`src/rtl/mem_responder.sv`:
```
// mem_responder: memory request responder; alignment check, one valid/ready bus transaction,
// store lane steering and sign/zero-extended load extraction.
module mem_responder #(
   parameter int unsigned TIMEOUT_CYCLES = 256
) (
   input  logic        clk,
   input  logic        reset,
   input  logic        en_mem,
   input  logic [1:0]  W_R_mem,
   input  logic [1:0]  wordsize_mem,
   input  logic        sign_mem,
   input  logic [31:0] inst_addr,
   input  logic [31:0] data_addr,
   input  logic [31:0] wdata,
   output logic        busy_mem,
   output logic        done_mem,
   output logic        aligned_mem,
   output logic [31:0] rdata,
   output logic        err_timeout,
   output logic        mem_valid,
   input  logic        mem_ready,
   output logic        mem_instr,
   output logic [31:0] mem_addr,
   output logic [31:0] mem_wdata,
   output logic [3:0]  mem_wstrb,
   input  logic [31:0] mem_rdata
);
   localparam logic [1:0] IDLE = 2'd0, REQ = 2'd1, DONE = 2'd2, ERR = 2'd3;
   logic [1:0]  state_q, state_d, size, lane, size_q, lane_q;
   logic        fetch, reserved, misaligned, accept, timeout, sign_q, instr_q, err_q;
   logic [31:0] addr, cnt_q, addr_q, wdata_q, rdata_q, ld;
   logic [3:0]  wstrb_q;
   logic [15:0] half;
   logic [7:0]  byte_v;
   always_comb begin
      fetch      = W_R_mem == 2'b11;
      reserved   = W_R_mem == 2'b10;
      size       = fetch ? 2'b10 : wordsize_mem;
      addr       = fetch ? inst_addr : data_addr;
      lane       = addr[1:0];
      misaligned = size == 2'b11 || (size == 2'b01 && lane[0]) || (size == 2'b10 && lane != 2'b00);
      accept     = en_mem && (state_q == IDLE || state_q == ERR);
      timeout    = TIMEOUT_CYCLES != 0 && cnt_q == TIMEOUT_CYCLES - 1;
      state_d    = accept ? (reserved ? DONE : misaligned ? ERR : REQ) :
                   state_q == REQ  ? (mem_ready ? DONE : timeout ? IDLE : REQ) :
                   state_q == DONE ? IDLE : state_q;
      half       = lane_q[1] ? mem_rdata[31:16] : mem_rdata[15:0];
      byte_v     = mem_rdata[{lane_q, 3'b000} +: 8];
      ld         = size_q == 2'b00 ? {{24{sign_q & byte_v[7]}}, byte_v} :
                   size_q == 2'b01 ? {{16{sign_q & half[15]}}, half} : mem_rdata;
   end
   always_ff @(posedge clk) begin
      if (!reset) begin
         state_q <= IDLE;
         cnt_q   <= '0;
         err_q   <= 1'b0;
         size_q  <= '0;
         lane_q  <= '0;
         sign_q  <= 1'b0;
         instr_q <= 1'b0;
         addr_q  <= '0;
         wdata_q <= '0;
         wstrb_q <= '0;
         rdata_q <= '0;
      end else begin
         state_q <= state_d;
         err_q   <= state_q == REQ && !mem_ready && timeout;
         // Counter idles at zero outside REQ, so every entry into REQ starts a fresh count.
         cnt_q   <= (state_q == REQ && !mem_ready) ? cnt_q + 32'd1 : '0;
         if (accept) begin
            size_q  <= size;
            lane_q  <= lane;
            sign_q  <= sign_mem && !fetch;
            instr_q <= fetch;
            addr_q  <= {addr[31:2], 2'b00};
            wdata_q <= size == 2'b00 ? {4{wdata[7:0]}} : size == 2'b01 ? {2{wdata[15:0]}} : wdata;
            wstrb_q <= W_R_mem != 2'b00 ? 4'b0000 : size == 2'b00 ? 4'b0001 << lane :
                       size == 2'b01 ? 4'b0011 << lane : 4'b1111;
         end
         if (state_q == REQ && mem_ready) rdata_q <= ld;
      end
   end
   assign busy_mem    = state_q == REQ;
   assign mem_valid   = state_q == REQ;
   assign done_mem    = state_q == DONE;
   assign aligned_mem = state_q != ERR;
   assign err_timeout = err_q;
   assign rdata       = rdata_q;
   assign mem_instr   = instr_q;
   assign mem_addr    = addr_q;
   assign mem_wdata   = wdata_q;
   assign mem_wstrb   = wstrb_q;
endmodule
```
`config.mk`:
```
export PLATFORM = sky130hd
export DESIGN_NAME = mem_responder
export DESIGN_NICKNAME = d
export VERILOG_FILES = /design/src/rtl/mem_responder.sv
export SDC_FILE = /design/constraint.sdc
export NUM_CORES = 1
export LEC_CHECK = 0
export BUFFER_PORTS_ARGS = -buffer_cell sky130_fd_sc_hd__buf_4
export CORE_AREA = 2 2 115 117
export CTS_CLUSTER_DIAMETER = 40
export DETAILED_ROUTE_END_ITERATION = 8
export DIE_AREA = 0 0 117 119
export HOLD_SLACK_MARGIN = 0.08
export PLACE_DENSITY_LB_ADDON = 0.05
export SYNTH_ARGS = -nofsm -noshare
export SYNTH_HDL_FRONTEND = slang
export SYNTH_SLANG_ARGS = --single-unit
```
`constraint.sdc`:
```
create_clock -name clk -period 5.4 [get_ports clk]
set_clock_uncertainty 0.05 [all_clocks]
set_input_delay 0.54 -clock clk [delete_from_list [all_inputs] [get_ports clk]]
set_output_delay 0.54 -clock clk [all_outputs]
set_load 0.01 [all_outputs]
```
==> results of run 1 <==
==> per-stage QoR <==
| step | util | power (mW) | instances |
|---|---|---|---|
| floorplan | - | 2.07 | 795 |
| detailed placement | 0.658 | 2.60 | 1139 |
| global route | 0.698 | 3.85 | 1167 |
| finish | 0.698 | 3.66 | 1167 |
| CTS | 0.698 | 3.67 | 1167 |
| global placement | 0.658 | 2.57 | 1139 |
==> final cells by class <==
cell class,instances,area (sq um)
Fill cell,1078,3880
Multi-Input combinational cell,573,3610
Sequential cell,139,2780
Timing Repair Buffer,242,1820
Clock buffer,25,485
Tap cell,176,220
Clock inverter,3,40.0
Inverter,9,33.8
==> cell usage after synthesis (all sizes together), types with 9 or more instances <==
| library cell | number | area [sq um] |
|---|---|---|
| dfxtp | 139 | 2780 |
| nand2 | 112 | 420 |
| nand3 | 83 | 428 |
| o21ai | 58 | 290 |
| a21oi | 54 | 270 |
| clkbuf | 45 | 169 |
| o211a | 41 | 410 |
| buf | 29 | 155 |
| nor2 | 17 | 66.3 |
| mux2i | 16 | 160 |
| nor4 | 16 | 106 |
| and2 | 14 | 87.6 |
| a21boi | 13 | 97.6 |
| nor3 | 11 | 55.1 |
| or3 | 11 | 68.8 |
| o31ai | 10 | 75.1 |
| a22oi | 9 | 67.6 |
| inv | 9 | 33.8 |
| or4 | 9 | 67.6 |
==> cells by family after synthesis <==
group                    synth area share
AND/OR/NAND/NOR                     0.222
AO/OA/AOI/OAI                       0.237
flip-flops                          0.412
buffers and inverters              0.0530
multiplexers                       0.0554
XOR/XNOR                           0.0130
adder cells (fa/ha/maj)           0.00742
other                            0.000556
==> worst max-delay path by stage <==
stage | start | to | slack (ps) | cells after the start
after floorplan | state_q[0]$_SDFFE_PN0P_ | size_q[1]$_SDFFE_PN0P_ | 3530 | 8
after global placement | W_R_mem[1] | mem_wdata[24]$_SDFFE_PN0P_ | 2610 | 5
after detailed placement | W_R_mem[1] | mem_wdata[26]$_SDFFE_PN0P_ | 2530 | 5
after CTS | W_R_mem[1] | mem_wdata[24]$_SDFFE_PN0P_ | 2940 | 5
after global routing | W_R_mem[1] | mem_wdata[26]$_SDFFE_PN0P_ | 2700 | 5
final | W_R_mem[1] | mem_wdata[24]$_SDFFE_PN0P_ | 2900 | 5
==> layer usage <==
| metal | GRT usage | up-vias | share of wire |
|---|---|---|---|
| met1 | 0.355 | 3312 | 0.40 |
| met2 | 0.463 | 314 | 0.49 |
| met5 | 0 | - | 0 |
| met3 | 0.0875 | 48 | 0.082 |
| met4 | 0.129 | 0 | 0.026 |
| li1 | - | 3283 | - |
==> where the power goes <==
group,internal (mW),total (mW),switching [mW],leakage (nW)
Sequential,1.24,1.41,0.166,1.14
Clock,0.657,1.06,0.407,0.259
Combinational,0.572,1.19,0.616,2.63
==> sequential cells by signal, indices dropped and copies added, names as in the netlist <==
signal	flops
mem_wdata	32
mem_wstrb	4
lane_q	2
mem_addr	30
size_q	2
err_timeout	1
cnt_q	32
mem_instr	1
rdata	32
state_q	2
sign_q	1
==> worst register-to-register path, cell delays in order (launching register included) <==
cell     delay [ps]
dfxtp_1         370
inv_1            60
ha_1            360
and2_4          550
buf_4           590
nand3_1         220
o211a_1         170
==> impl_results.md, run 1 <==
- # nets final: approximately 1100
- Max_cap viols: 0
- Worst hold start: mem_rdata[31]
- Post-Syn Area: 6750 sq um
- WL final: 20300 microns
- Unrepaired setup endpoints after global routing: false
- Endpoint of the worst hold path: rdata[31]$_SDFFE_PN0P_
- R2R cell count: 6
- Antenna violations before repair: 0
- Antenna Cells: 0
- Clock sinks: ~140
- Sequential share of the synthesized area: 0.412
- First-pass GRT wire length: between 30000 and 40000 microns
- Outcome: complete, no violations
- Min cycle time layout: 2500 ps
- PD cells: slightly above 400 nW/um^2
- Synth Area per Inst: 8.50 sq um
- PostCTS Resize Cnt: 0
- Worst slew pin tran: roughly 1100 ps
- Initial drt markers: 742
- Final Cell Area: about 9000 sq um
- WP data required: around 5600 ps
- Reg2reg start: state_q[0]$_SDFFE_PN0P_
- Final ANT Viol Nets: 0
- CTS Buf Count: 17
- Drt first pass iters: 6
- Rows: 42
- Worst Setup Path Type: in2reg
- Number of remaining DRC errors: 0
- # setup viols final: 0
- Post-CTS Repair Setup Buffers: 0
- Die area: between 10000 and 15000 sq um
- Die Ht: approximately 120 microns
- Vias: between 6000 and 7000
- Setup WS post-layout: a little under 3000 ps
- Share of cells above drive strength 1: 0.287
- CP max stage delay: a little under 800 ps
- Max Transition Viols Final: 0
- Worst-path clk slew: 50 ps
- Post-DP HPWL: about 14000 microns
- DP Worst Slack: ~2500 ps
- Placed Instance Area: 8470 sq um
- Commonest non-fill, non-tap cell in the layout: buf_4
- Hold buffer count at cts: 0
- Leakage power: 4.02 nW
- FF+latch count, synth: between 100 and 150
- Max clock buf depth: 2
- Asr flop ratio synth: 0
- Critical Path Source Type: input port
- Initial Util: 0.524
- WP data arrival: 2730 ps
- Total negative slack: 0 ps
- Yosys cell types: 55
- IO Count: roughly 240
- Cell Chain, Critical Path: buf_4 > nand2_1 > and3_1 > a222oi_1 > a21oi_1
- Ys flop type: dfxtp_1
- Worst r2r dst: mem_wdata[18]$_SDFFE_PN0P_
- Wirelength per Cell: between 15 and 20 microns
- Maximum operating frequency: roughly 0.4 GHz
- I/O Buffers: 240
- Clock latency on the worst-skew pair: about 420 ps
- GR Overflow Total: 0
- Global placement routability congestion: roughly 0.86
- Largest net degree at the start of global routing: 108
- CTS H-Tree Depth: 4
- Vias per inst: ~6.0
- Minimum hold slack: about 350 ps
- Die W: about 120 microns
- CTS tree: built
- Fin crit share: 0.464
- Commonest cells after routing, fill and taps aside: 242 x buf_4, 139 x dfxtp_1, 112 x nand2_1
- CP Max Fanout: 39
- Max_slew headroom: 0.232
- Core Region: 12900 sq um
- Mapped Cells: 794
- Tot GR Track Use: 0.289
- Synth Warn #: 0
- Worst reg-to-reg setup slack: 2910 ps
- Final Hold Viols: 0
- Number of global-route vias before repair: between 6000 and 7000
- Layout area overhead: 33.3%
- Crit end category: register
- Top Family by Delay on Critical Path: simple AND/OR/NAND/NOR gates
- Number of synthesized flops with an enable pin: 0
- Worst hold path depth: 3
- HP Class: in2reg
- Root Driver: clkbuf_16
- VDD IR max: about 210 uV
- Critical Path Slowest Stage Cell: nand2_1
- CP bufs+invs: 1
Note: power is estimated with default switching activity, not from simulation.
==> run 2, diff against run 1 <==
--- a/config.mk
+++ b/config.mk
@@ -6,10 +6,10 @@
 export NUM_CORES = 1
 export LEC_CHECK = 0
 export BUFFER_PORTS_ARGS = -buffer_cell sky130_fd_sc_hd__buf_4
-export CORE_AREA = 2 2 115 117
+export CORE_AREA = 2 2 126 128
 export CTS_CLUSTER_DIAMETER = 40
 export DETAILED_ROUTE_END_ITERATION = 8
-export DIE_AREA = 0 0 117 119
+export DIE_AREA = 0 0 128 130
 export HOLD_SLACK_MARGIN = 0.08
 export PLACE_DENSITY_LB_ADDON = 0.05
 export SYNTH_ARGS = -nofsm -noshare
==> constraint.sdc (replaced) <==
create_clock -name clk -period 2.15 [get_ports clk]
set_clock_uncertainty 0.05 [all_clocks]
set_input_delay 0.215 -clock clk [delete_from_list [all_inputs] [get_ports clk]]
set_output_delay 0.215 -clock clk [all_outputs]
set_load 0.01 [all_outputs]
==> run 2 against run 1 <==
Setup slack worse by 2700 ps. Total power rose to 2.7 times the previous value. Cell count increased by 8.6%. Design area rose by 10%. Sequential share of layout area fell by 2.8 points. Combinational power rose to 2.8 times the previous value. Sequential power increased by 140%. Die area grew 20%. First-iteration DRC count down 30%. Largest cell class unchanged. Largest power group unchanged.
==> impl_results.md, run 2 (synthesis results as in run 1) <==
- Unrepaired setup endpoints after global routing: false
- Post-CTS Repair Setup Buffers: 0 (unchanged)
- PD cells: 1000 nW/um^2 (+150%)
- Max_slew headroom: 0.311 (+0.0789)
- Final ANT Viol Nets: 0 (unchanged)
- Die W: 128 microns (+9.4%)
- Die area: 16600 sq um (+20%)
- CP Max Fanout: 16 (-59%)
- Top Family by Delay on Critical Path: compound AO/OA/AOI/OAI gates
- CTS H-Tree Depth: 4 (unchanged)
- Global placement routability congestion: 0.802 (-7.0%)
- Root Driver: clkbuf_16
- Post-DP HPWL: 14200 microns (+0.71%)
- Cell Chain, Critical Path: ha_1 > and2_1 > o21ai_0 > a211oi_1 > o21a_1
- FILL cells: 1340 (+24%)
- Vias per inst: 5.50 (-7.8%)
- Comb power frac: 0.332 (+0.007)
- HP Class: in2reg
- # nets final: 1203 (+7.1%)
- Final Hold Viols: 0 (unchanged)
- Sequential share of power: 0.346 (-0.038)
- Minimum hold slack: 90.7 ps (-256 ps)
- Share of cells above drive strength 1: 0.292 (+0.00551)
- Number of global-route vias before repair: 6367 (-4.3%)
- Tot GR Track Use: 0.246 (-0.0424)
- R2R cell count: 5 (-1)
- Hold buffer count at cts: 58 (+58)
- CP max stage delay: 540 ps (-230 ps)
- Clock latency on the worst-skew pair: 420 ps (about the same)
- CTS tree: built
- Drt first pass iters: 5 (-1)
- Worst hold path depth: 4 (+1)
- CP bufs+invs: 0 (-1)
- WP data arrival: 2270 ps (-460 ps)
- Max Transition Viols Final: 0 (unchanged)
- Pint: 6.80 mW (+180%)
- Worst Setup Path Type: reg2reg
- Net switching power figure: 3.12 mW (+160%)
- Critical Path Source Type: register
- Worst-path clk slew: 60 ps (about the same)
- Initial drt markers: 522 (-30%)
- Leakage power: 4.43 nW (+10%)
- # setup viols final: 0 (unchanged)
- Maximum operating frequency: between 0.5 and 0.6 GHz
- Fin crit share: 0.911
- Final core utilization: 0.642 (-0.0563)
- Clock sinks: 139 (unchanged)
- Critical Path Slowest Stage Cell: and2_1
- GR Overflow Total: 0 (unchanged)
- WP data required: 2460 ps (-3170 ps)
- Commonest non-fill, non-tap cell in the layout: buf_4
- Setup WS post-layout: 191 ps (-2710 ps)
- Outcome: complete, no violations
- I/O Buffers: 240 (unchanged)
- Max clock buf depth: 2 (unchanged)
- Antenna Cells: 0 (unchanged)
- Wirelength per Cell: 16.8 microns (-3.6%)
- CTS Buf Count: 17 (unchanged)
- Worst reg-to-reg setup slack: 190 ps (-2720 ps)
- VDD IR max: 667 uV (+220%)
- Worst slew pin tran: 1030 ps (-116 ps)
- Rows: 46 (+9.5%)
- PostCTS Resize Cnt: 0 (unchanged)
- Max_cap viols: 0 (unchanged)
- Layout area overhead: 46.8%
- First-pass GRT wire length: 32700 microns (+1.9%)
- Clock share of power: 0.322 (+0.031)
- Largest net degree at the start of global routing: 107 (-0.93%)
- Antenna violations before repair: 0 (unchanged)
- Crit end category: register
- WL final: 21300 microns (+4.7%)
- Final Cell Area: 9900 sq um (+10%)
- Switching share of power: 0.315 (-0.0103)
- IO Count: 243 (unchanged)
- Crit path depth: 5 (unchanged)
- DP Worst Slack: 185 ps (-2340 ps)
- Initial Util: 0.437 (-0.0866)
- Core Region: 15400 sq um (+20%)
- Die Ht: 130 microns (+9.2%)
- Vias: 6963 (+0.086%)
- Commonest cells after routing, fill and taps aside: 262 x buf_4, 139 x dfxtp_1, 112 x nand2_1
- Placed Instance Area: 8680 sq um (+2.5%)
- Number of remaining DRC errors: 0 (unchanged)
- Min cycle time layout: approximately 2000 ps
- Total negative slack: 0 ps (unchanged)
## run 2: cell types whose count changed in the layout (fill, tap and decap cells not counted), sizes merged
cell,change
buf,+22
bufinv,+3
dlygate4sd3,+58
clkbuf,-3
clkinv,+2
clkinvlp,+2
## run 2: worst reg2reg max path, cell delays in order, from the launching register on
cell	delay, ps
dfxtp_1	370
ha_1	250
and2_1	540
o21ai_0	190
a211oi_1	340
o21a_1	170
## run 2: cell type report
class | count | area (sq um) | share of cell area
multi-input cells | 573 | 3610 | 0.365
flip-flops and latches | 139 | 2780 | 0.281
repair buffers | 322 | 2590 | 0.261
clock buffers | 22 | 484 | 0.0489
well taps | 192 | 240 | 0.0243
clock inverters | 10 | 163 | 0.0164
inverters | 9 | 33.8 | 0.00341
## run 2: worst paths after layout
kind | startpoint | endpoint
max | state_q[0]$_SDFFE_PN0P_ | rdata[5]$_SDFFE_PN0P_
min | data_addr[7] | mem_addr[7]$_SDFFE_PN0P_
max reg2reg | state_q[0]$_SDFFE_PN0P_ | rdata[5]$_SDFFE_PN0P_
min reg2reg | cnt_q[0]$_SDFF_PN0_ | cnt_q[0]$_SDFF_PN0_
## run 2: routing by layer
metal | wire, microns | share of wire | vias to the layer above | GRT usage
met5 | 0 | 0 | - | 0
met4 | 382 | 0.018 | 0 | 0.0808
met3 | 1570 | 0.074 | 30 | 0.0804
met2 | 10100 | 0.47 | 231 | 0.388
met1 | 9240 | 0.43 | 3254 | 0.321
li1 | - | - | 3448 | -
## run 2: per-stage QoR
stage | power, mW | std cells
after floorplan | 5.19 | 795
after global placement | 6.67 | 1177
after detailed placement | 6.68 | 1177
after CTS | 9.99 | 1267
after global routing | 10.5 | 1267
final | 9.92 | 1267
## run 2: power groups by stage
stage	logic, mW	clock network (mW)	registers [mW]
CTS	3.31	3.25	3.42
finish	3.30	3.20	3.43
global placement	3.21	0	3.46
detailed placement	3.21	0	3.47
floorplan	1.54	0	3.65
global route	3.60	3.36	3.50
==> run 3, diff against run 2 <==
==> config.mk (replaced) <==
export PLATFORM = sky130hd
export DESIGN_NAME = mem_responder
export DESIGN_NICKNAME = d
export VERILOG_FILES = /design/src/rtl/mem_responder.sv
export SDC_FILE = /design/constraint.sdc
export NUM_CORES = 1
export LEC_CHECK = 0
export ABC_AREA = 1
export BUFFER_PORTS_ARGS = -buffer_cell sky130_fd_sc_hd__buf_4
export CORE_AREA = 2 2 130 132
export DETAILED_ROUTE_END_ITERATION = 8
export DIE_AREA = 0 0 132 134
export HOLD_SLACK_MARGIN = 0.08
export PLACE_DENSITY_LB_ADDON = 0.05
export REMOVE_ABC_BUFFERS = 1
export SYNTH_ARGS = -nofsm -noshare
export SYNTH_HDL_FRONTEND = slang
export SYNTH_SLANG_ARGS = --single-unit
==> run 3 against run 2 <==
Sequential power shrank 3%. Combinational power decreased by 2%. Total power is 5.0% lower. First-iteration DRC count is 22% higher. Fmax increased by 2.2%. Die area increased by 6.3%. Clock-buffer cell count shrank 4. Critical path type unchanged. Critical endpoint is now mem_wstrb[3]$_SDFFE_PN0P_. Largest power group unchanged.
==> impl_results.md, run 3 <==
- Antenna violations before repair: 0 (unchanged)
- Simple-gate share of the synthesized area: 0.329 (+0.108)
- Outcome: complete, no violations
- Routed metal-1 wirelength: 10200 microns (+11%)
- Top-area cell type share of the netlist area: 0.380 (-0.0322)
- Post-DP HPWL: 16400 microns (+15%)
- Synth Area per Inst: 6.49 sq um (-24%)
- Tot GR Track Use: 0.268 (+0.0215)
- Rows: 47 (+2.2%)
- Initial Util: 0.449 (+0.0118)
- Total power: 9.43 mW (-5.0%)
- Asr flop ratio synth: 0 (unchanged)
- Synth Area in Compound Gates: 0.158 (-0.0785)
- Ys flop type: dfxtp_1
- Worst-path clk slew: 60 ps (about the same)
- Area of the multi-input gates: 3630 sq um (+0.35%)
- Placed Instance Area: 9270 sq um (+6.9%)
- Commonest cells after routing, fill and taps aside: 293 x nand2_1, 256 x buf_4, 152 x inv_1
- WP data required: 2460 ps (about the same)
- # setup viols final: 0 (unchanged)
- Area share of fa/ha/maj cells after synthesis: 0.00684 (-0.000578)
- Ranking of synthesized cells by area: dfxtp_1 38%, nand2_1 15%, inv_1 7.8%
- Wirelength per Cell: 14.4 microns (-14%)
- WL final: 23900 microns (+12%)
- Largest family of logic cells by synthesized area: simple AND/OR/NAND/NOR gates
- I/O Buffers: 240 (unchanged)
- Max_cap viols: 0 (unchanged)
- Clock latency on the worst-skew pair: 420 ps (about the same)
- First-pass GRT wire length: 38300 microns (+17%)
- CTS tree: built
- HP Class: in2reg
- Seq. cell area: 2780 sq um (unchanged)
- Sequential share of the synthesized area: 0.380 (-0.0322)
- WP data arrival: 2230 ps (-40 ps)
- Critical Path Source Type: register
- Mux cell area share after synthesis: 0 (-0.0554)
- IO Count: 243 (unchanged)
- DP Worst Slack: 232 ps (+46.5 ps)
- Mapped Cells: 1128 (+42%)
- Post-synth top cells: 293 x nand2_1, 153 x inv_1, 139 x dfxtp_1
- Max Transition Viols Final: 0 (unchanged)
- Final core utilization: 0.654 (+0.0123)
- Final Hold Viols: 0 (unchanged)
- Commonest non-fill, non-tap cell in the layout: nand2_1
- Core Region: 16300 sq um (+5.6%)
- CP Max Fanout: 20 (+4)
- Setup WS post-layout: 233 ps (+41.9 ps)
- CTS Buf Count: 17 (unchanged)
- PostCTS Resize Cnt: 0 (unchanged)
- Root Driver: clkbuf_16
- Clock sinks: 139 (unchanged)
- Maximum operating frequency: 0.522 GHz (+2.2%)
- Metal2 WL: 11300 microns (+12%)
- Max_slew headroom: 0.651 (+0.340)
- Post-Synth XOR/XNOR Area: 0 (-0.0130)
- Met3 wire length: 1890 microns (+21%)
- Number of synthesized flops with an enable pin: 0 (unchanged)
- Worst slew pin tran: 520 ps (-514 ps)
- Global placement routability congestion: 0.884 (+10%)
- Largest net degree at the start of global routing: 58 (-46%)
- CTS H-Tree Depth: 4 (unchanged)
- Top sig layer: met4
- Max clock buf depth: 2 (unchanged)
- VDD IR max: 609 uV (-8.7%)
- Most frequent cell after synthesis: nand2_1
- Cells after DPL: 1547 (+31%)
- Total negative slack: 0 ps (unchanged)
- Antenna Cells: 0 (unchanged)
- Worst Setup Path Type: reg2reg
- Die Ht: 134 microns (+3.1%)
- GR Overflow Total: 0 (unchanged)
- Layout area overhead: 45.7%
- Final ANT Viol Nets: 0 (unchanged)
- Vias per inst: 5.02 (-8.6%)
- Crit end category: register
- Fin cells: 1660 (+31%)
- Leakage power: 5.00 nW (+13%)
- Area leader, netlist: dfxtp_1
- Die W: 132 microns (+3.1%)
- Synth Warn #: 0 (unchanged)
- Die area: 17700 sq um (+6.3%)
- Drt first pass iters: 5 (unchanged)
- Minimum hold slack: 85.7 ps (-5.06 ps)
- PD cells: 885 nW/um^2 (-12%)
- Post-Syn Area: 7320 sq um (+8.5%)
- # nets final: 1568 (+30%)
- Fin crit share: 0.892 (-0.0195)
- Share of cells above drive strength 1: 0.227 (-0.0650)
- Unrepaired setup endpoints after global routing: false
- Min cycle time layout: 1920 ps (-41.9 ps)
- Yosys cell types: 35 (-36%)
- Number of global-route vias before repair: 7889 (+24%)
- Vias: 8337 (+20%)
- Final Cell Area: 10700 sq um (+7.6%)
- FF+latch count, synth: 139 (unchanged)
- Initial drt markers: 636 (+22%)
- FILL cells: 1461 (+9.0%)
- Number of remaining DRC errors: 0 (unchanged)
run 3: cell count changes in the layout (fill, tap and decap cells not counted), sizes merged, moves of 14 or more:
cell / change
mux2i: -16
nor4: -16
dlygate4sd3: +23
o211ai: +46
inv: +155
nand3: +29
nand2: +188
and2: -14
o211a: -41
nor2: +119
run 3: path summary, 6_finish.rpt:
path,startpoint,to,slack (ps),depth (start not counted)
setup reg to reg,state_q[0]$_SDFFE_PN0P_,mem_wstrb[3]$_SDFFE_PN0P_,230,7
hold reg to reg,cnt_q[0]$_SDFF_PN0_,cnt_q[0]$_SDFF_PN0_,410,1
setup / recovery,state_q[0]$_SDFFE_PN0P_,mem_wstrb[3]$_SDFFE_PN0P_,230,7
hold / removal,inst_addr[18],mem_addr[18]$_SDFFE_PN0P_,90,5
run 3: where the power goes:
group / switching, mW / internal [mW] / leakage [nW] / total (mW)
sequential: 0.289 / 3.04 / 1.14 / 3.33
combinational: 1.76 / 1.45 / 3.59 / 3.22
clock: 1.18 / 1.71 / 0.276 / 2.89
total: 3.23 / 6.20 / 5.00 / 9.43
run 3: final cells by class:
cell class	count	share of cell area
well taps	220	0.0258
clock buffers	18	0.0403
repair buffers	340	0.262
inverters	162	0.0570
clock inverters	14	0.0137
multi-input cells	767	0.340
flip-flops and latches	139	0.261
run 3: kinds of logic (layout without fill, tap and decap cells):
family,Yosys count,count (layout)
compound gates,194,194
simple gates,567,567
buf+inv,223,534
fa+ha+maj,4,4
other cells,1,2
flops,139,139
run 3: per-layer routing:
metal	up-vias	GRT usage
met5	-	0
li1	4197	-
met4	0	0.0942
met2	328	0.453
met1	3777	0.329
met3	35	0.0726
run 3: worst max-delay path, cell delays in order, from the launching register on:
cell and delay [ps]:
dfxtp_1 360, inv_1 70, ha_1 310, nand2_1 100, buf_4 220, nor3_1 430, o211ai_1 170, a21oi_1 150
run 3: timing repair:
action                                 CTS  global route
setup buffers                            0             0
hold buffers                            81             0
endpoints found under the hold margin   61             0
